File: config.mk
export PLATFORM = sky130hd
export DESIGN_NAME = mem_access_unit
export DESIGN_NICKNAME = d
export VERILOG_FILES = /design/src/rtl/mem_access_unit.sv
export SDC_FILE = /design/constraint.sdc
export NUM_CORES = 1
export LEC_CHECK = 0
export CAP_MARGIN = 25
export CORE_ASPECT_RATIO = 1.1
export CORE_MARGIN = 3
export CORE_UTILIZATION = 43
export CTS_CLUSTER_DIAMETER = 150
export DETAILED_ROUTE_END_ITERATION = 12
export GPL_TIMING_DRIVEN = 0
export PLACE_DENSITY = 0.81
export SLEW_MARGIN = 20
export SYNTH_ARGS = -nofsm -noshare
export SYNTH_HDL_FRONTEND = slang
export SYNTH_SLANG_ARGS = --single-unit
File: constraint.sdc
create_clock -name clk -period 5.8 [get_ports clk]
set_clock_uncertainty 0.1 [all_clocks]
set_input_delay 1.45 -clock clk [delete_from_list [all_inputs] [get_ports clk]]
set_output_delay 1.45 -clock clk [all_outputs]
set_load 0.02 [all_outputs]
File: src/rtl/mem_access_unit.sv
// mem_access_unit
//   Memory-side stage behind the multi-cycle controller. Each ce strobe accepted
//   in IDLE becomes one request/grant/response transaction on a single-port bus.
//   The stage steers RV32 byte/half/word lanes, sign- or zero-extends loads, and
//   holds the instruction register (ir) and memory data register (mdr).
//
//   Optional build macro: MEM_ACC_MISALIGN_TRAP_EN
//     defined   : adds port misalign; misaligned accesses complete without a bus
//                 transaction and flag misalign together with done.
//     undefined : offset bits below natural alignment are ignored.
//
//   Ports
//     clk, rst                  clock, async active-high reset
//     ce, wre, ior_d_sel        access strobe, store select, fetch/data select
//     ir_write_en, funct3       IR capture enable, access width/sign
//     pc, alu_result            fetch address, data address
//     store_data                store operand (rs2)
//     busy, done                handshake back to the controller
//     ir, mdr                   instruction register, extended load data
//     mem_req/we/addr/be/wdata  bus request side
//     mem_gnt, mem_rvalid,
//     mem_rdata                 bus grant and response
//
//   State | meaning
//   IDLE  | waiting for ce; inputs latched on accept
//   REQ   | mem_req high, bus fields stable until mem_gnt
//   RESP  | waiting for mem_rvalid (loads and fetches only)
//   DONE  | one-cycle done pulse; ce ignored
module mem_access_unit #(
    parameter int          XLEN     = 32,
    parameter logic [31:0] RESET_IR = 32'h0000_0013
) (
    input  logic            clk,
    input  logic            rst,
    input  logic            ce,
    input  logic            wre,
    input  logic            ior_d_sel,
    input  logic            ir_write_en,
    input  logic [2:0]      funct3,
    input  logic [XLEN-1:0] pc,
    input  logic [XLEN-1:0] alu_result,
    input  logic [XLEN-1:0] store_data,
    output logic            busy,
    output logic            done,
`ifdef MEM_ACC_MISALIGN_TRAP_EN
    output logic            misalign,
`endif
    output logic [XLEN-1:0] ir,
    output logic [XLEN-1:0] mdr,
    output logic            mem_req,
    output logic            mem_we,
    output logic [XLEN-1:0] mem_addr,
    output logic [3:0]      mem_be,
    output logic [XLEN-1:0] mem_wdata,
    input  logic            mem_gnt,
    input  logic            mem_rvalid,
    input  logic [XLEN-1:0] mem_rdata
);

    typedef enum logic [1:0] {S_IDLE, S_REQ, S_RESP, S_DONE} state_t;
    typedef enum logic [1:0] {K_FETCH, K_LOAD, K_STORE} kind_t;

    localparam logic [1:0] W_BYTE = 2'd0;
    localparam logic [1:0] W_HALF = 2'd1;
    localparam logic [1:0] W_WORD = 2'd2;

    // Store encodings only know SB/SH; 100/101 are byte/half for loads only.
    function automatic logic [1:0] width_of(input logic [2:0] f3, input logic is_store);
        logic [1:0] w;
        w = W_WORD;
        if (f3 == 3'b000 || (!is_store && f3 == 3'b100))
            w = W_BYTE;
        else if (f3 == 3'b001 || (!is_store && f3 == 3'b101))
            w = W_HALF;
        return w;
    endfunction

    state_t          state_q, state_d;
    kind_t           kind_q, kind_d;
    logic [2:0]      f3_q, f3_d;
    logic            irwe_q, irwe_d;
    logic [1:0]      off_q, off_d;
    logic [XLEN-1:0] addr_q, addr_d;
    logic            we_q, we_d;
    logic [3:0]      be_q, be_d;
    logic [XLEN-1:0] wdata_q, wdata_d;
    logic [XLEN-1:0] ir_q, ir_d;
    logic [XLEN-1:0] mdr_q, mdr_d;
`ifdef MEM_ACC_MISALIGN_TRAP_EN
    logic            mis_q, mis_d;
`endif

    logic [XLEN-1:0] acc_addr;
    logic [1:0]      acc_off;
    logic            acc_fetch;
    logic            acc_store;
    logic [2:0]      acc_f3;
    logic [1:0]      acc_w;
    logic [3:0]      acc_be;
    logic [XLEN-1:0] acc_wdata;
    logic            acc_mis;

    logic [7:0]      rd_byte;
    logic [15:0]     rd_half;
    logic [XLEN-1:0] load_ext;

    // Decode of the access presented in IDLE; only used on the accept edge.
    always_comb begin
        acc_addr  = ior_d_sel ? alu_result : pc;
        acc_off   = acc_addr[1:0];
        acc_fetch = ~ior_d_sel;
        acc_store = ior_d_sel & wre;
        acc_f3    = acc_fetch ? 3'b010 : funct3;
        acc_w     = width_of(acc_f3, acc_store);
        acc_be    = 4'b1111;
        acc_wdata = store_data;
        acc_mis   = 1'b0;
        case (acc_w)
            W_BYTE: begin
                acc_be    = 4'b0001 << acc_off;
                acc_wdata = {4{store_data[7:0]}};
            end
            W_HALF: begin
                acc_be    = acc_off[1] ? 4'b1100 : 4'b0011;
                acc_wdata = {2{store_data[15:0]}};
            end
            default: ;
        endcase
        if (!acc_store)
            acc_wdata = '0;
`ifdef MEM_ACC_MISALIGN_TRAP_EN
        acc_mis = (acc_w == W_HALF && acc_off[0]) || (acc_w == W_WORD && acc_off != 2'b00);
`endif
    end

    // Lane selection and extension of returning load data.
    always_comb begin
        rd_byte = mem_rdata[7:0];
        case (off_q)
            2'd1:    rd_byte = mem_rdata[15:8];
            2'd2:    rd_byte = mem_rdata[23:16];
            2'd3:    rd_byte = mem_rdata[31:24];
            default: rd_byte = mem_rdata[7:0];
        endcase
        rd_half = off_q[1] ? mem_rdata[31:16] : mem_rdata[15:0];
        case (f3_q)
            3'b000:  load_ext = {{24{rd_byte[7]}}, rd_byte};
            3'b100:  load_ext = {24'b0, rd_byte};
            3'b001:  load_ext = {{16{rd_half[15]}}, rd_half};
            3'b101:  load_ext = {16'b0, rd_half};
            default: load_ext = mem_rdata;
        endcase
    end

    always_comb begin
        state_d = state_q;
        kind_d  = kind_q;
        f3_d    = f3_q;
        irwe_d  = irwe_q;
        off_d   = off_q;
        addr_d  = addr_q;
        we_d    = we_q;
        be_d    = be_q;
        wdata_d = wdata_q;
        ir_d    = ir_q;
        mdr_d   = mdr_q;
`ifdef MEM_ACC_MISALIGN_TRAP_EN
        mis_d   = mis_q;
`endif
        case (state_q)
            S_IDLE: begin
                if (ce) begin
                    kind_d  = acc_fetch ? K_FETCH : (acc_store ? K_STORE : K_LOAD);
                    f3_d    = acc_f3;
                    irwe_d  = ir_write_en;
                    off_d   = acc_off;
                    addr_d  = {acc_addr[XLEN-1:2], 2'b00};
                    we_d    = acc_store;
                    be_d    = acc_be;
                    wdata_d = acc_wdata;
`ifdef MEM_ACC_MISALIGN_TRAP_EN
                    mis_d   = acc_mis;
`endif
                    state_d = acc_mis ? S_DONE : S_REQ;
                end
            end
            S_REQ: begin
                if (mem_gnt)
                    state_d = (kind_q == K_STORE) ? S_DONE : S_RESP;
            end
            S_RESP: begin
                if (mem_rvalid) begin
                    if (kind_q == K_FETCH) begin
                        mdr_d = mem_rdata;
                        if (irwe_q)
                            ir_d = mem_rdata;
                    end else begin
                        mdr_d = load_ext;
                    end
                    state_d = S_DONE;
                end
            end
            S_DONE: begin
`ifdef MEM_ACC_MISALIGN_TRAP_EN
                mis_d   = 1'b0;
`endif
                state_d = S_IDLE;
            end
            default: state_d = S_IDLE;
        endcase
    end

    always_ff @(posedge clk or posedge rst) begin
        if (rst) begin
            state_q <= S_IDLE;
            kind_q  <= K_FETCH;
            f3_q    <= 3'b010;
            irwe_q  <= 1'b0;
            off_q   <= 2'b00;
            addr_q  <= '0;
            we_q    <= 1'b0;
            be_q    <= 4'b0000;
            wdata_q <= '0;
            ir_q    <= RESET_IR;
            mdr_q   <= '0;
`ifdef MEM_ACC_MISALIGN_TRAP_EN
            mis_q   <= 1'b0;
`endif
        end else begin
            state_q <= state_d;
            kind_q  <= kind_d;
            f3_q    <= f3_d;
            irwe_q  <= irwe_d;
            off_q   <= off_d;
            addr_q  <= addr_d;
            we_q    <= we_d;
            be_q    <= be_d;
            wdata_q <= wdata_d;
            ir_q    <= ir_d;
            mdr_q   <= mdr_d;
`ifdef MEM_ACC_MISALIGN_TRAP_EN
            mis_q   <= mis_d;
`endif
        end
    end

    // Request and handshake decode straight from the state register so that
    // an asynchronous reset drops mem_req without waiting for a clock.
    assign busy      = (state_q != S_IDLE);
    assign done      = (state_q == S_DONE);
    assign mem_req   = (state_q == S_REQ);
    assign mem_we    = we_q;
    assign mem_addr  = addr_q;
    assign mem_be    = be_q;
    assign mem_wdata = wdata_q;
    assign ir        = ir_q;
    assign mdr       = mdr_q;
`ifdef MEM_ACC_MISALIGN_TRAP_EN
    assign misalign  = mis_q && (state_q == S_DONE);
`endif

endmodule

# --- Word level (Yosys, flattened, before mapping) ---
# Cells that the tools add are included.
# W data, S select, Z words.
word_totals:
  ff_bits: 141
  input_bits: 139
  out_inout_bits: 136
  elab_cells: 64
classes:
  n_eq_ne: 17
  n_shift: 1
  n_mux: 19
  n_bitwise: 1
  n_reduce_logical: 15
op_table:
  columns: ["cell", "n"]
  rows:
  - ["$pmux W32 S4", 1]
  - ["$mux W32", 3]
  - ["$pmux W32 S2", 1]
  - ["$pmux W8 S3", 1]
  - ["$mux W16", 1]
  - ["$mux W2", 7]
  - ["$eq A3 B3 Y1 const B", 4]
  - ["$eq A2 B2 Y1 const B", 5]
  - ["$pmux W2 S4", 1]
  - ["$pmux W4 S2", 1]
  - ["$eq A2 B1 Y1 const B", 3]
  - ["$eq A3 B1 Y1 const B", 2]
  - ["$logic_not A2 Y1", 3]
  - ["$logic_not A3 Y1", 2]
  - ["$mux W4", 1]
  - ["$ne A2 B2 Y1 const B", 2]
  - ["$reduce_and A2 Y1", 2]
  - ["$reduce_and A4 Y1", 1]
  - ["$shl A1 B2 Y4 const A", 1]
  - ["$mux W3", 1]
  - ["$reduce_and A3 Y1", 1]
  - ["$logic_and A1 B1 Y1", 2]
  - ["$logic_or A1 B1 Y1", 2]
  - ["$ne A2 B1 Y1 const B", 1]
  - ["4 further kinds", 4]

# --- Longest topological paths before layout ---
# Gate-level depths: netlist (run 1).
depth:
  ltp_word: 9
  mapped_depth: 8
  ltp_nobuf: 6

# --- Worst setup path before layout (run 1) ---
# Ideal clock, no wire load.
synth_timing:
  path_kind: "input -> register"
  from: "in wre"
  to: "reg be_q[3], in the netlist mem_be[3]"
  arrival_ns: 2.466
  required_ns: 5.573
  setup_slack_ns: 3.106
  cell_stages: 7
  path_buffers: 3
  cell_sequence: "and2_1 > buf_2 > nand2b_1 > buf_4 > buf_4 > nor2_1 > a21oi_1"
synth_via:
  elab_chain_len: 8
synth_lines:
  columns: ["element", "line_no", "rtl"]
  rows:
  - ["from (decl)", "36", "input logic wre,"]
  - ["$and A1 B1 Y1 *", "112", "acc_store = ior_d_sel & wre;"]
  - ["$logic_not A1 Y1 *", null, null]
  - ["$logic_and A1 B1 Y1", "73", "else if (f3 == 3'b001 || (!is_store && f3 == 3'b101))"]
  - ["$logic_or A1 B1 Y1", "73", null]
  - ["$mux W2", "73", null]
  - ["$mux W2 *", "71", "if (f3 == 3'b000 || (!is_store && f3 == 3'b100))"]
  - ["$eq A2 B1 Y1 / $logic_not A2 Y1 (equally long branches)", "118", "case (acc_w)"]
  - ["$pmux W4 S2 *", "118", null]
  - ["to (signal assigned)", "222", "be_q <= 4'b0000;"]
  - ["to (signal assigned)", "237", "be_q <= be_d;"]
  - ["to (decl)", "85", "logic [3:0] be_q, be_d;"]
# Every way passes the cells marked *; elsewhere a longest branch is shown, timed or not.
# A chain may end at the register's enable or synchronous reset.

# --- Worst setup path after layout (run 1) ---
layout_timing:
  from: "reg state_q[0]"
  to: "out busy"
layout_via:
  elab_chain_len: 1
layout_lines:
  columns: ["element", "line_no", "rtl"]
  rows:
  - ["from (decl)", "78", "state_t state_q, state_d;"]
  - ["from (signal assigned)", "230", "state_q <= state_d;"]
  - ["$reduce_bool A2 Y1", "249", "assign busy = (state_q != S_IDLE);"]
  - ["to (decl)", "43", "output logic busy,"]
# No other way between the ends.

==> impl_metrics.ini, run 1 <==
[sta]
slew-limit-headroom = 0.516
setup_repair_after_global_routing_missed_its_margin = no
worst-slew-pin-transition_ns = 0.722
finalSetupViolCount = 0
final.setup.worst_slack_ns = 2.36
finalCritPeriodShare = 0.593
maxSlewViolCount = 0
timing.fmax_mhz = 291
finalSetupTns_ns = 0
report.final.hold_viol_count = 0
layout_min_cycle_time_ns = 3.44
timing.hold.ws_ns = 0.385

[placement]
postPlaceCellArea_mm2 = 0.00943
placer_congestion = 0.908
placement.io_buffers = 272
dp_hpwl_um = 16900
pre_cts_ws_ns = 2.24

[logic_synthesis]
postSynth.asyncResetShare = 1.00
yosys.area_share.xor_xnor = 0
synth-seq-area-share = 0.546
synth-edff-count = 0
synthSimpleGateAreaFrac = 0.102
synthMuxAreaShare = 0.164
ys.flop_type = sky130_fd_sc_hd__dfrtp_1
yosys.area_share.adder = 0.00973
yosys.cell_types.count = 44
count_of_yosys_warnings_during_synthesis = 0
yosys_register_bits = 140
syn_avg_cell_area_um2 = 11.2
synthesis.area_mm2 = 0.00643
post_synth_inst_count = 576
synth-compound-area-share = 0.144
largest_family_of_logic_cells_by_synthesized_area = multiplexers

[outcome]
status = complete, no violations

[critical_path]
timing.reg2reg.worst_path_depth = 7
crit_required_ns = 4.25
worst_path_most_repeated_cell = sky130_fd_sc_hd__inv_1
critical_path.endpoint_type = output pin
rrSetupSlack_ns = 3.39
worst_path_largest_cell_delay_ns = 0.60
start_kind = flip-flop
setup.worst_path.class = flip-flop to output pin
cp_max_fo = 5
cpMaxStageDelayCell = sky130_fd_sc_hd__clkdlybuf4s50_1
r2r_end = mem_wdata[19]
crit_chain = inv_1, ha_1, inv_1, clkdlybuf4s50_1
crit-reg2reg-launch = state_q[0]
critPathArrivalTime_ns = 1.89

[clock_tree]
htree_num_levels = 4
reg_clk_slew_reported_paths_ns = 0.05
cts_sinks = 140
cts_hold_buf = 0
postCtsSetupBuffers = 0
cts.path.max_buffers = 2
cts_root_buffer = sky130_fd_sc_hd__clkbuf_16
clock_latency_ns = 0.43
cts-buffers-inserted = 17
post_cts_resized = 0
tritoncts = done

[routing]
ant_nets_after_route = 0
routed_wirelength_um = 21700
post_drt_via_cell_ratio = 5.43
firstDrtPassIters = 6
routed-via-count = 5834
dr.first_iter.drc_count = 359
detail_route.wl_per_cell_um = 20.2
route.detailed.drc = 0

[floorplanning]
rows = 46
coreArea_mm2 = 0.0145
start_util = 0.443
boundaryPins = 275
floorplan.die.height_um = 134
design.die.area_mm2 = 0.0165
die_width_um = 123

[grt]
globalRoute.totalOverflow = 0
antenna_found_initial = 0
grt_util_all_layers = 0.265
via_count_of_the_first_global_routing_pass = 6230
grt_pass1_wl_um = 33400
maximum_number_of_pins_on_one_net_before_global_route_repair = 110

[hold_path]
holdCritStartpoint = mem_addr[5]
hold_path_class = flip-flop to flip-flop
whs_path_depth = 2
worst_hold_path.endpoint = mem_addr[5]

[power_and_ir_drop]
max-vdd-ir-drop_v = 0.000238
power_density_mw_per_mm2 = 542
power.leakage_nw = 4.35

[layout]
synthToLayoutAreaGrowth_pct = 56.2
nets = 1013
post-route-util = 0.693
design_area_mm2 = 0.0100
post_route_cells_drive_above_1_share = 0.117

[run]
cap_viol_max_count = 0
## sequential cells by signal, summed over array words and instances, names as in the netlist
name,count
mem_wdata,32
off_q,2
mdr,32
kind_q,2
state_q,2
mem_be,4
irwe_q,1
mem_addr,30
f3_q,3
ir,32
## critical path, delay by kind of cell, from the launching register on
family     cells  cell delay, ns
buf+inv        3            0.80
flops          1            0.43
fa+ha+maj      1            0.24
## cells by family after synthesis
family	after synthesis
DFF	140
buffers and inverters	45
AOI/OAI and AO/OA	138
adders and majority gates	5
muxes	99
and+or+nand+nor	148
other	1
## per-stage QoR
step                cells  total power (W)
global route         1074          0.00573
detailed placement   1042          0.00434
finish               1075          0.00545
global placement     1041          0.00425
floorplan             577          0.00304
CTS                  1074          0.00548
## cells in the mapped netlist, drive strengths merged (2+ instances only)
master	count	area share
dfrtp	136	0.53
a22o	8	0.011
nand2b	15	0.015
o22ai	8	0.0078
nor2b	2	0.0019
ha	5	0.0097
a31oi	7	0.0068
buf	21	0.020
inv	5	0.0029
nor3	10	0.0095
nand3	3	0.0023
nor2	18	0.012
clkbuf	19	0.011
mux2i	57	0.089
o221a	8	0.014
and2	3	0.0029
a21oi	21	0.017
o21ai	62	0.048
mux2	41	0.072
dfstp	4	0.016
nand2	95	0.057
a221o	16	0.025
o31ai	2	0.0023
## per-layer routing
| layer | routed length [um] | vias to the layer above | GRT usage |
|---|---|---|---|
| li1 | - | 2642 | - |
| met1 | 8220 | 2846 | 0.310 |
| met2 | 10800 | 295 | 0.450 |
| met3 | 2050 | 51 | 0.0848 |
| met4 | 676 | 0 | 0.103 |
| met5 | 0 | - | 0 |
## worst max-delay path by stage
| stage | cells past startpoint | endpoint | slack, ns | from |
|---|---|---|---|---|
| 2_1_floorplan | 1 | f3_q[0] | 0.50 | rst |
| 3_3_place_gp | 2 | ir[5] | -1.33 | rst |
| 3_5_place_dp | 6 | mem_wdata[19] | 2.24 | ce |
| 4_1_cts | 4 | busy | 2.35 | state_q[0] |
| 5_1_grt | 4 | busy | 2.28 | state_q[0] |
| 6_report | 4 | busy | 2.36 | state_q[0] |
## cells in the final DEF (no fill, tap or decap), drive strengths merged, types with 3 or more instances in the layout
cell	n
dfstp	4
clkdlybuf4s50	272
o22ai	8
and2	3
clkinvlp	3
a31oi	7
buf	22
a21oi	21
clkinv	5
nand2	95
a221o	16
nand3	3
o21ai	62
dfrtp	136
nor3	10
inv	5
mux2	41
clkbuf	40
nor2	18
bufinv	3
a22o	8
o221a	8
nand2b	15
mux2i	57
ha	5
## cell type report
| cell class | count | area [um^2] |
|---|---|---|
| Inverter | 5 | 26.3 |
| Buffer | 40 | 198 |
| Fill cell | 1087 | 4460 |
| Sequential cell | 140 | 3510 |
| Multi-Input combinational cell | 392 | 2710 |
| Tap cell | 192 | 240 |
| Clock buffer | 21 | 470 |
| Timing Repair Buffer | 273 | 2750 |
| Clock inverter | 11 | 141 |
| Antenna cell | 1 | 2.50 |
## where the power goes
group | total (W) | switching (W) | leakage, nW | internal [W]
Combinational | 0.00259 | 0.00134 | 2.32 | 0.00125
Sequential | 0.00174 | 0.000301 | 1.73 | 0.00144
Clock | 0.00111 | 0.000407 | 0.295 | 0.000707
Power figures use the tool's default switching activity.
==> run 2: changes to the inputs <==
--- a/config.mk
+++ b/config.mk
@@ -8,11 +8,11 @@
 export CAP_MARGIN = 25
 export CORE_ASPECT_RATIO = 1.1
 export CORE_MARGIN = 3
-export CORE_UTILIZATION = 43
+export CORE_UTILIZATION = 39
 export CTS_CLUSTER_DIAMETER = 150
 export DETAILED_ROUTE_END_ITERATION = 12
 export GPL_TIMING_DRIVEN = 0
-export PLACE_DENSITY = 0.81
+export PLACE_DENSITY = 0.78
 export SLEW_MARGIN = 20
 export SYNTH_ARGS = -nofsm -noshare
 export SYNTH_HDL_FRONTEND = slang
==> constraint.sdc (replaced) <==
create_clock -name clk -period 2.9 [get_ports clk]
set_clock_uncertainty 0.1 [all_clocks]
set_input_delay 0.725 -clock clk [delete_from_list [all_inputs] [get_ports clk]]
set_output_delay 0.725 -clock clk [all_outputs]
set_load 0.02 [all_outputs]
==> impl_metrics.ini, run 2 (synthesized netlist as in run 1, its figures left out) <==
[power_and_ir_drop]
share_seq_of_total_power = 0.310
swShare = 0.368
power.leakage_nw = 4.42
max-vdd-ir-drop_v = 0.000515
power_frac_comb = 0.469
p_clk_frac = 0.221
power_density_mw_per_mm2 = 1080
p_int_w = 0.00699
switching_pwr_w = 0.00407

[placement]
dp_hpwl_um = 16700
post-place-cells = 1054
placer_congestion = 0.868
placement.io_buffers = 272

[floorplanning]
rows = 48
start_util = 0.404
boundaryPins = 275
design.die.area_mm2 = 0.0181
die_width_um = 128
coreArea_mm2 = 0.0159
floorplan.die.height_um = 141

[critical_path]
cpMaxStageDelayCell = sky130_fd_sc_hd__clkdlybuf4s50_1
worst_path_largest_cell_delay_ns = 0.64
timing.reg2reg.worst_path_depth = 7
worst_path_most_repeated_cell = sky130_fd_sc_hd__inv_1
crit_chain = inv_1, ha_1, inv_1, clkdlybuf4s50_1
crit-reg2reg-launch = state_q[0]
cp_max_fo = 5
start_kind = flip-flop
crit_required_ns = 2.08
r2r_end = mem_wdata[18]
critPathArrivalTime_ns = 1.91
setup.worst_path.start = state_q[0]
critical_path.endpoint_type = output pin
rrSetupSlack_ns = 0.47
setup.worst_path.class = flip-flop to output pin

[layout]
multiInputGateArea_mm2 = 0.00271
layout_common_cells = sky130_fd_sc_hd__clkdlybuf4s50_1 (272), sky130_fd_sc_hd__dfrtp_1 (136), sky130_fd_sc_hd__nand2_1 (94), sky130_fd_sc_hd__mux2i_1 (57), sky130_fd_sc_hd__o21ai_0 (43)
layout.area.seq_mm2 = 0.00351
post_layout_nonfiller_instances = 1086
nets = 1017
most_common_cell_after_layout_fill_and_taps_aside = sky130_fd_sc_hd__clkdlybuf4s50_1
n_fill_cell = 1265
synthToLayoutAreaGrowth_pct = 58.5
post_route_cells_drive_above_1_share = 0.120
insertedDiodeCount = 0

[sta]
finalCritPeriodShare = 0.942
maxSlewViolCount = 0
report.final.hold_viol_count = 0
finalSetupViolCount = 0
worst-slew-pin-transition_ns = 0.758
timing.fmax_mhz = 366
setup_repair_after_global_routing_missed_its_margin = no
slew-limit-headroom = 0.491
layout_min_cycle_time_ns = 2.73
timing.hold.ws_ns = 0.375

[hold_path]
worst_hold_path.endpoint = mem_addr[27]
hold_path_class = flip-flop to flip-flop
whs_path_depth = 2
holdCritStartpoint = mem_addr[27]

[clock_tree]
cts_root_buffer = sky130_fd_sc_hd__clkbuf_16
reg_clk_slew_reported_paths_ns = 0.06
tritoncts = done
cts_sinks = 140
cts.path.max_buffers = 2
post_cts_resized = 0
cts-buffers-inserted = 17
cts_hold_buf = 0
clock_latency_ns = 0.42
postCtsSetupBuffers = 0
htree_num_levels = 4

[grt]
antenna_found_initial = 0
grt_pass1_wl_um = 33000
via_count_of_the_first_global_routing_pass = 5796
grt_util_all_layers = 0.241
globalRoute.totalOverflow = 0
maximum_number_of_pins_on_one_net_before_global_route_repair = 34

[routing]
dr.first_iter.drc_count = 367
detail_route.wl_per_cell_um = 20.1
ant_nets_after_route = 0
routed-via-count = 5733
post_drt_via_cell_ratio = 5.28
route.detailed.drc = 0
firstDrtPassIters = 5
routed_wirelength_um = 21900

[outcome]
status = complete, no violations

[run]
cap_viol_max_count = 0
-- run 2: cell count changes in the layout (fill, tap and decap cells not counted), moves of 2 or more --
cell                         before  now
sky130_fd_sc_hd__buf_16           1    3
sky130_fd_sc_hd__buf_12           0    2
sky130_fd_sc_hd__clkinv_4         1    3
sky130_fd_sc_hd__bufinv_16        3    5
sky130_fd_sc_hd__clkinv_2         4    2
sky130_fd_sc_hd__clkinvlp_4       3    1
-- run 2: power groups by stage --
| stage | Clock (W) | Sequential, W | Combinational [W] |
|---|---|---|---|
| global route | 0.00256 | 0.00354 | 0.00554 |
| finish | 0.00245 | 0.00342 | 0.00518 |
| detailed placement | 0 | 0.00344 | 0.00522 |
| global placement | 0 | 0.00342 | 0.00513 |
| CTS | 0.00247 | 0.00343 | 0.00524 |
| floorplan | 0 | 0.00441 | 0.00166 |
-- run 2: worst max path at each step --
stage,to,slack (ns),depth (start not counted)
finish,busy,0.17,4
floorplan,f3_q[0],0.33,1
global route,busy,0.05,4
detailed placement,f3_q[2],0.02,6
global placement,mem_wdata[30],-0.99,2
CTS,busy,0.12,4
-- run 2: critical path, delay by kind of cell, from the launching register on --
family     cells  cell delay [ns]
fa+ha+maj      1             0.24
buf+inv        3             0.83
flops          1             0.43
-- run 2: cell type report --
cell class | count | share of cell area
clock inverters | 10 | 0.0183
flip-flops and latches | 140 | 0.344
clock buffers | 22 | 0.0465
repair buffers | 277 | 0.279
plain buffers | 40 | 0.0194
multi-input cells | 392 | 0.266
inverters | 5 | 0.00221
well taps | 200 | 0.0245
-- run 2: per-layer routing --
layer / global-route usage / vias to the layer above / wire length, um
met5: 0 / - / 0
met2: 0.422 / 279 / 11300
met4: 0.0704 / 0 / 341
li1: - / 2653 / -
met1: 0.280 / 2776 / 8120
met3: 0.0803 / 25 / 2130
-- run 2: metrics by stage --
step / TNS, ns / cell area [um^2] / setup slack [ns] / total power (W) / util
floorplan: 0 / 6440 / 0.329 / 0.00607 / -
CTS: 0 / 10200 / 0.115 / 0.0111 / 0.640
global route: 0 / 10200 / 0.0548 / 0.0116 / 0.640
finish: 0 / 10200 / 0.168 / 0.0111 / 0.640
global placement: -134.56 / 9410 / -0.988 / 0.00854 / 0.591
detailed placement: 0 / 9530 / 0.0177 / 0.00866 / 0.599
